### src/rtl/geig_stack_serializer_pkg.sv
// Shared definitions for the geiger stack serializer: stack layout, frame constants, FSM states.
// frame_byte() maps a frame byte index to its source field of the buffered stack.
package geig_stack_serializer_pkg;

  localparam int         STACK_W       = 48;
  localparam int         FRAME_LEN     = 8;
  localparam logic [7:0] SYNC_BYTE_DEF = 8'hEB;
  localparam logic [7:0] GEIG_ID_DEF   = 8'h47;

  typedef struct packed {
    logic [15:0] counts;
    logic [23:0] timestamp;
    logic [7:0]  id;
  } stack_t;

  typedef enum logic [1:0] {
    ST_IDLE = 2'd0,
    ST_LOAD = 2'd1,
    ST_SEND = 2'd2
  } state_t;

  // Byte 7 (checksum) is not a stack field and is produced by the caller.
  function automatic logic [7:0] frame_byte(input stack_t s, input logic [2:0] idx,
                                            input logic [7:0] sync);
    logic [7:0] b;
    b = 8'h00;
    case (idx)
      3'd0:    b = sync;
      3'd1:    b = s.id;
      3'd2:    b = s.timestamp[23:16];
      3'd3:    b = s.timestamp[15:8];
      3'd4:    b = s.timestamp[7:0];
      3'd5:    b = s.counts[15:8];
      3'd6:    b = s.counts[7:0];
      default: b = 8'h00;
    endcase
    return b;
  endfunction

endpackage

### src/rtl/geig_stack_serializer_fifo.sv
// Synchronous first-word-fall-through FIFO; head visible combinationally on o_pop_dat.
// A push into a full FIFO is accepted only when a pop happens in the same cycle.
module geig_stack_serializer_fifo #(
  parameter int DEPTH = 4,
  parameter int WIDTH = 48
) (
  input  logic             i_clk,
  input  logic             i_rst,
  input  logic             i_push,
  input  logic             i_pop,
  input  logic [WIDTH-1:0] i_push_dat,
  output logic [WIDTH-1:0] o_pop_dat,
  output logic             o_full,
  output logic             o_empty
);

  localparam int          AW       = $clog2(DEPTH);
  localparam logic [AW:0] FULL_CNT = (AW + 1)'(DEPTH);

  logic [WIDTH-1:0] r_mem [DEPTH];
  logic [AW-1:0]    r_wr_ptr;
  logic [AW-1:0]    r_rd_ptr;
  logic [AW:0]      r_count;
  logic             w_push;
  logic             w_pop;

  assign o_full    = (r_count == FULL_CNT);
  assign o_empty   = (r_count == '0);
  assign w_pop     = i_pop & ~o_empty;
  assign w_push    = i_push & (~o_full | w_pop);
  assign o_pop_dat = r_mem[r_rd_ptr];

  always_ff @(posedge i_clk) begin
    if (w_push) begin
      r_mem[r_wr_ptr] <= i_push_dat;
    end
  end

  // Pointers wrap naturally because DEPTH is a power of two.
  always_ff @(posedge i_clk or posedge i_rst) begin
    if (i_rst) begin
      r_wr_ptr <= '0;
      r_rd_ptr <= '0;
      r_count  <= '0;
    end else begin
      if (w_push) begin
        r_wr_ptr <= r_wr_ptr + 1'b1;
      end
      if (w_pop) begin
        r_rd_ptr <= r_rd_ptr + 1'b1;
      end
      case ({w_push, w_pop})
        2'b10:   r_count <= r_count + 1'b1;
        2'b01:   r_count <= r_count - 1'b1;
        default: r_count <= r_count;
      endcase
    end
  end

endmodule

### src/rtl/geig_stack_serializer.sv
// Geiger stack to 8-byte telemetry frame serializer; first TX_VALID 3 cycles after an idle-time strobe.
// TX_DATA/TX_VALID hold while TX_READY is low; stacks hitting a full FIFO or a foreign id are dropped and counted.
module geig_stack_serializer
  import geig_stack_serializer_pkg::*;
#(
  parameter int         FIFO_DEPTH = 4,
  parameter logic [7:0] SYNC_BYTE  = SYNC_BYTE_DEF,
  parameter logic [7:0] GEIG_ID    = GEIG_ID_DEF
) (
  input  logic               CLK_100KHZ,
  input  logic               RESET,
  input  logic [STACK_W-1:0] G_DATA_STACK,
  input  logic               STACK_VALID,
  input  logic               TX_READY,
  output logic [7:0]         TX_DATA,
  output logic               TX_VALID,
  output logic               BUSY,
  output logic               OVERFLOW,
  output logic               ID_ERROR,
  output logic [7:0]         DROP_COUNT
);

  localparam logic [2:0] LAST_IDX = 3'(FRAME_LEN - 1);
  localparam logic [2:0] CHK_IDX  = 3'(FRAME_LEN - 2);

  state_t             r_state;
  stack_t             r_shadow;
  logic [2:0]         r_idx;
  logic [7:0]         r_chk;
  logic [7:0]         r_tx_data;
  logic               r_tx_vld;
  logic               r_overflow;
  logic               r_id_error;
  logic [7:0]         r_drop_cnt;

  stack_t             w_fifo_dat;
  logic [STACK_W-1:0] w_fifo_rd;
  logic               w_fifo_full;
  logic               w_fifo_empty;
  logic               w_id_ok;
  logic               w_last_xfer;
  logic               w_pop;
  logic               w_push;
  logic               w_ovf_drop;
  logic               w_id_drop;

  assign w_id_ok     = (G_DATA_STACK[7:0] == GEIG_ID);
  assign w_last_xfer = (r_state == ST_SEND) & TX_READY & (r_idx == LAST_IDX);
  // Pop whenever the FSM is about to enter LOAD, so a full FIFO frees a slot the same cycle.
  assign w_pop       = ~w_fifo_empty & ((r_state == ST_IDLE) | w_last_xfer);
  assign w_push      = STACK_VALID & w_id_ok & (~w_fifo_full | w_pop);
  assign w_ovf_drop  = STACK_VALID & w_id_ok & w_fifo_full & ~w_pop;
  assign w_id_drop   = STACK_VALID & ~w_id_ok;
  assign w_fifo_dat  = w_fifo_rd;

  geig_stack_serializer_fifo #(
    .DEPTH (FIFO_DEPTH),
    .WIDTH (STACK_W)
  ) u_fifo (
    .i_clk      (CLK_100KHZ),
    .i_rst      (RESET),
    .i_push     (w_push),
    .i_pop      (w_pop),
    .i_push_dat (G_DATA_STACK),
    .o_pop_dat  (w_fifo_rd),
    .o_full     (w_fifo_full),
    .o_empty    (w_fifo_empty)
  );

  always_ff @(posedge CLK_100KHZ or posedge RESET) begin
    if (RESET) begin
      r_overflow <= 1'b0;
      r_id_error <= 1'b0;
      r_drop_cnt <= 8'h00;
    end else begin
      if (w_ovf_drop) begin
        r_overflow <= 1'b1;
      end
      if (w_id_drop) begin
        r_id_error <= 1'b1;
      end
      if ((w_ovf_drop | w_id_drop) && (r_drop_cnt != 8'hFF)) begin
        r_drop_cnt <= r_drop_cnt + 8'd1;
      end
    end
  end

  always_ff @(posedge CLK_100KHZ or posedge RESET) begin
    if (RESET) begin
      r_state   <= ST_IDLE;
      r_shadow  <= '0;
      r_idx     <= 3'd0;
      r_chk     <= 8'h00;
      r_tx_data <= 8'h00;
      r_tx_vld  <= 1'b0;
    end else begin
      case (r_state)
        ST_IDLE: begin
          if (!w_fifo_empty) begin
            r_state  <= ST_LOAD;
            r_shadow <= w_fifo_dat;
            r_chk    <= 8'h00;
          end
        end
        ST_LOAD: begin
          r_state   <= ST_SEND;
          r_idx     <= 3'd0;
          r_tx_vld  <= 1'b1;
          r_tx_data <= SYNC_BYTE;
        end
        ST_SEND: begin
          if (TX_READY) begin
            if ((r_idx != 3'd0) && (r_idx != LAST_IDX)) begin
              r_chk <= r_chk ^ r_tx_data;
            end
            if (r_idx == LAST_IDX) begin
              r_tx_vld  <= 1'b0;
              r_tx_data <= 8'h00;
              r_idx     <= 3'd0;
              if (!w_fifo_empty) begin
                r_state  <= ST_LOAD;
                r_shadow <= w_fifo_dat;
                r_chk    <= 8'h00;
              end else begin
                r_state <= ST_IDLE;
              end
            end else begin
              r_idx <= r_idx + 3'd1;
              // Last data byte is leaving now, so fold it in to form the checksum byte.
              r_tx_data <= (r_idx == CHK_IDX) ? (r_chk ^ r_tx_data)
                                              : frame_byte(r_shadow, r_idx + 3'd1, SYNC_BYTE);
            end
          end
        end
        default: begin
          r_state  <= ST_IDLE;
          r_tx_vld <= 1'b0;
        end
      endcase
    end
  end

  assign TX_DATA    = r_tx_data;
  assign TX_VALID   = r_tx_vld;
  assign BUSY       = (r_state != ST_IDLE) | ~w_fifo_empty;
  assign OVERFLOW   = r_overflow;
  assign ID_ERROR   = r_id_error;
  assign DROP_COUNT = r_drop_cnt;

endmodule

### config.mk
export PLATFORM = sky130hd
export DESIGN_NAME = geig_stack_serializer
export DESIGN_NICKNAME = d
export VERILOG_FILES = /design/src/rtl/geig_stack_serializer_pkg.sv /design/src/rtl/geig_stack_serializer_fifo.sv /design/src/rtl/geig_stack_serializer.sv
export SDC_FILE = /design/constraint.sdc
export NUM_CORES = 1
export LEC_CHECK = 0
export CAP_MARGIN = 5
export CORE_UTILIZATION = 53
export DETAILED_ROUTE_END_ITERATION = 8
export PLACE_DENSITY = 0.86
export SKIP_CTS_REPAIR_TIMING = 1
export SLEW_MARGIN = 20
export SYNTH_ARGS = -nofsm -noshare
export SYNTH_HDL_FRONTEND = slang
export SYNTH_SLANG_ARGS = --single-unit
export TNS_END_PERCENT = 20
### constraint.sdc
create_clock -name CLK_100KHZ -period 3.1 [get_ports CLK_100KHZ]
set_input_delay 0.93 -clock CLK_100KHZ [delete_from_list [all_inputs] [get_ports CLK_100KHZ]]
set_output_delay 0.93 -clock CLK_100KHZ [all_outputs]
set_load 0.02 [all_outputs]
==> results.md <==
- In this run the most used layer during global routing was met2.
- The cell sitting at the root of the clock tree is a sky130_fd_sc_hd__clkbuf_16.
- The number of global-route vias before repair was 6420.
- The area added between synthesis and finish is 18.9%.
- The number of standard cells after synthesis is between 600 and 700.
- In this run, the number of DRC markers left after iteration 0 of detailed routing was between 300 and 400.
- The most frequently used flop master after synthesis is sky130_fd_sc_hd__edfxtp_1.
- The tool flagged a number of max-cap violations equal to 0.
- After synthesis the cells add up to roughly 0.011 mm².
- The core region is ~0.020 mm².
- The worst vdd rail ir drop is approximately 0.00052 V.
- The floorplan has 52 rows.
- The capturing element type of the critical path is a primary output.
- The average instance in the mapped netlist occupies around 18 µm².
- The met1 track demand over resource is 0.279.
- STA puts the critical path data required time at 2.17 ns.
- For met2 alone, demand over resource in global routing was 0.376.
- The tree built by TritonCTS fans out to 279 sinks.
- The share of the yosys chip area belonging to registers is 0.706.
- The final worst clock skew is ~0.016 ns.
- For this run, the top clock speed supported by timing is 335 MHz.
- Setup repair after global routing left no endpoint under its margin.
- The final worst setup slack is 0.111 ns.
- The net count after synthesis is roughly 690.
- Once detailed placement completed, the half-perimeter wirelength came to approximately 15000 µm.
- a little over 70 I/O pins were placed.
- The count of antenna-violating nets left after detailed routing is 0.
- The weighted congestion at the end of routability-driven global placement is ~0.85.
- The largest net degree at the start of global routing is 40.
- The count of input and output buffers is 71.
- Across every metal layer, demand over resource in global routing totals 0.216.
- For the pin with the worst max-slew slack, the measured transition is roughly 0.65 ns.
- The synthesized design contains between 200 and 300 register bits.
- In this run the tightest slew margin relative to its limit is 0.564.
- At the end of the flow, the number of nets in the layout was 801.
- sky130_fd_sc_hd__edfxtp_1 takes more of the synthesized area than any other cell.
- Counting distinct cell types in the post-synthesis netlist gives 45.
- The initial antenna violation count is 0.
- The number of max-slew violations in the final report is 0.
- After synthesis, the cell types taking the most area are sky130_fd_sc_hd__edfxtp_1 (51%), sky130_fd_sc_hd__dfrtp_1 (19%), sky130_fd_sc_hd__mux4_2 (9.6%).
- The clock transition time at the flip-flop clock pins of the worst setup and hold paths is about 0.060 ns.
- Summed over all cells, the static leakage comes to 4.79 nW.
- The flow ran to the end, and the final reports show no timing, DRC or antenna violations.
- The period utilization is 0.964.
- The number of flops mapped to enable cells by yosys is ~190.
- The total power divided by cell area is approximately 900 mW/mm².
- The setup slack after placement is -0.132 ns.
- STA classifies the critical path startpoint as a flip-flop.
- The residual DRC count is 0.
- The Yosys step of the flow raised 0 warnings.
- TritonCTS built the clock tree.
- The commonest cells after synthesis are sky130_fd_sc_hd__edfxtp_1 (192), sky130_fd_sc_hd__dfrtp_1 (87), sky130_fd_sc_hd__mux2_2 (57).
- From bottom edge to top edge, the die measures between 100 and 150 µm.
- Before antenna repair, the detailed router went through 4 iterations.
- For this configuration, the core starts out at a cell density of 0.549.
- The final wirelength is ~23000 µm.
- Setup violations remaining at the end of the flow were counted as 0.
- The remaining global-route overflow is 0.
- The kind of path behind the tightest hold check is flip-flop to flip-flop.
- The antenna diode count is 0.
- Once layout is complete, the cells apart from fillers number 1024.
- In this run the worst path has a maximum fanout of 4.
- Of the post-synthesis cell area, the dominant cell type holds 0.513.
- Summing over every cut layer, the via total after detailed routing is 5964.
- In this run, CTS created clock tree buffers numbering 27.
- The most frequent cell after synthesis is sky130_fd_sc_hd__edfxtp_1.
- The number of failing hold endpoints at the final stage is 0.
- The width of the die is ~150 µm.
- The worst setup path is of the flip-flop to primary output kind.
- Of the cells placed in the final design, the portion with a size suffix greater than 1 is 0.257.
- In the global route stage, met3 resource usage came out at 0.0361.
- CTS built an H-tree with a depth of 1.
- Data on the critical path arrives at its endpoint at ~2.1 ns.
- The floorplan step defined a die boundary enclosing between 0.02 and 0.025 mm².
- After detailed routing, the average wire length per cell comes to 22.0 µm.
- The first global-routing pass estimated around 36000 µm of wire.
- In this run the deepest clock path goes through 3 buffers.
- The share of async-settable or async-resettable flops after synthesis is 0.312.
- The clock latency on the worst-skew pair is 0.53 ns.
- The via count normalized by instance count is ~5.8.
- The minimum period implied by the final worst setup slack is approximately 3 ns.
- The cell count after placement is approximately 980.
layout by cell type, fill, tap and decap left out, types with 3 or more instances in the layout:
cell / synthesis / routed
sky130_fd_sc_hd__edfxtp_1: 192 / 192
sky130_fd_sc_hd__mux4_2: 48 / 48
sky130_fd_sc_hd__xnor2_1: 8 / 8
sky130_fd_sc_hd__nor2_1: 15 / 15
sky130_fd_sc_hd__a221oi_1: 4 / 4
sky130_fd_sc_hd__mux2i_1: 8 / 8
sky130_fd_sc_hd__nand3_1: 10 / 10
sky130_fd_sc_hd__clkbuf_8: 0 / 3
sky130_fd_sc_hd__clkbuf_16: 0 / 27
sky130_fd_sc_hd__and3_1: 6 / 6
sky130_fd_sc_hd__o221ai_1: 4 / 4
sky130_fd_sc_hd__buf_4: 0 / 28
sky130_fd_sc_hd__dfrtp_1: 87 / 85
sky130_fd_sc_hd__inv_1: 18 / 17
sky130_fd_sc_hd__a21oi_1: 17 / 17
sky130_fd_sc_hd__and2_2: 0 / 4
sky130_fd_sc_hd__o22ai_1: 7 / 7
sky130_fd_sc_hd__xor2_1: 15 / 15
sky130_fd_sc_hd__nand2b_1: 3 / 3
sky130_fd_sc_hd__ha_1: 14 / 14
sky130_fd_sc_hd__nand2_1: 35 / 35
sky130_fd_sc_hd__clkdlybuf4s50_1: 0 / 71
sky130_fd_sc_hd__mux2_2: 57 / 57
sky130_fd_sc_hd__buf_12: 0 / 7
sky130_fd_sc_hd__o21bai_1: 3 / 3
sky130_fd_sc_hd__clkinv_2: 0 / 5
sky130_fd_sc_hd__a31oi_1: 8 / 8
sky130_fd_sc_hd__clkbuf_1: 12 / 10
sky130_fd_sc_hd__o21ai_0: 10 / 10
per-layer routing:
metal | share of wire | up-vias
met5 | 0 | -
met2 | 0.53 | 205
met3 | 0.057 | 40
li1 | - | 2636
met1 | 0.39 | 3083
met4 | 0.025 | 0
flip-flops by register name, summed over array words and instances (netlist names):
signal	flops
DROP_COUNT	8
u_fifo.r_wr_ptr	2
OVERFLOW	1
TX_DATA	8
u_fifo.r_rd_ptr	2
r_shadow	48
r_idx	3
r_state	2
ID_ERROR	1
u_fifo.r_mem	192
r_chk	8
u_fifo.r_count	3
TX_VALID	1
logic make-up (layout without fill, tap and decap cells):
logic type      count (synthesis)  count (layout)  synth area share
mux                           114             114             0.161
simple gates                   87              87            0.0383
xor+xnor                       23              23            0.0179
fa+ha+maj                      15              15            0.0174
buf+inv                        46             173            0.0171
compound gates                 63              63            0.0416
flops                         279             279             0.706
area by class of cell:
| class | instances | area [µm²] |
|---|---|---|
| flip-flops and latches | 279 | 7950 |
| fillers | 1347 | 7130 |
| multi-input cells | 302 | 3130 |
| repair buffers | 106 | 1060 |
| clock buffers | 42 | 769 |
| well taps | 270 | 338 |
| inverters | 18 | 68.8 |
| clock inverters | 7 | 57.6 |
power by group:
group          switching, mW  internal [mW]
sequential             0.546           4.54
combinational           1.91           1.99
clock                   1.30           1.78
worst paths after layout:
path	start	endpoint	slack (ns)	cells past startpoint
setup / recovery	u_fifo.r_count[2]	BUSY	0.11	3
hold / removal	OVERFLOW	OVERFLOW	0.51	1
setup reg to reg	r_idx[0]	u_fifo.r_count[2]	0.27	12
hold reg to reg	OVERFLOW	OVERFLOW	0.51	1
max in group asynchronous	RESET	r_shadow[17]	1.83	3
min in group asynchronous	RESET	r_idx[2]	0.72	2
metrics by stage:
step	hold WS (ns)	TNS, ns	utilization	cell area, µm²	power, mW
CTS	0.509	-0.0222	0.652	13400	12.1
global route	0.527	0	0.652	13400	12.6
floorplan	0.472	-44.68	-	11200	7.76
global placement	0.482	-4.27	0.612	12500	8.80
finish	0.505	0	0.652	13400	12.1
detailed placement	0.493	-9.49	0.612	12500	8.99
worst max-delay path, stage by stage (launching register included):
cell and delay (ns):
sky130_fd_sc_hd__dfrtp_1 0.46, sky130_fd_sc_hd__nor3_4 0.39, sky130_fd_sc_hd__nand2_1 0.12, sky130_fd_sc_hd__clkdlybuf4s50_1 0.56
(Power assumes the default switching activity.)
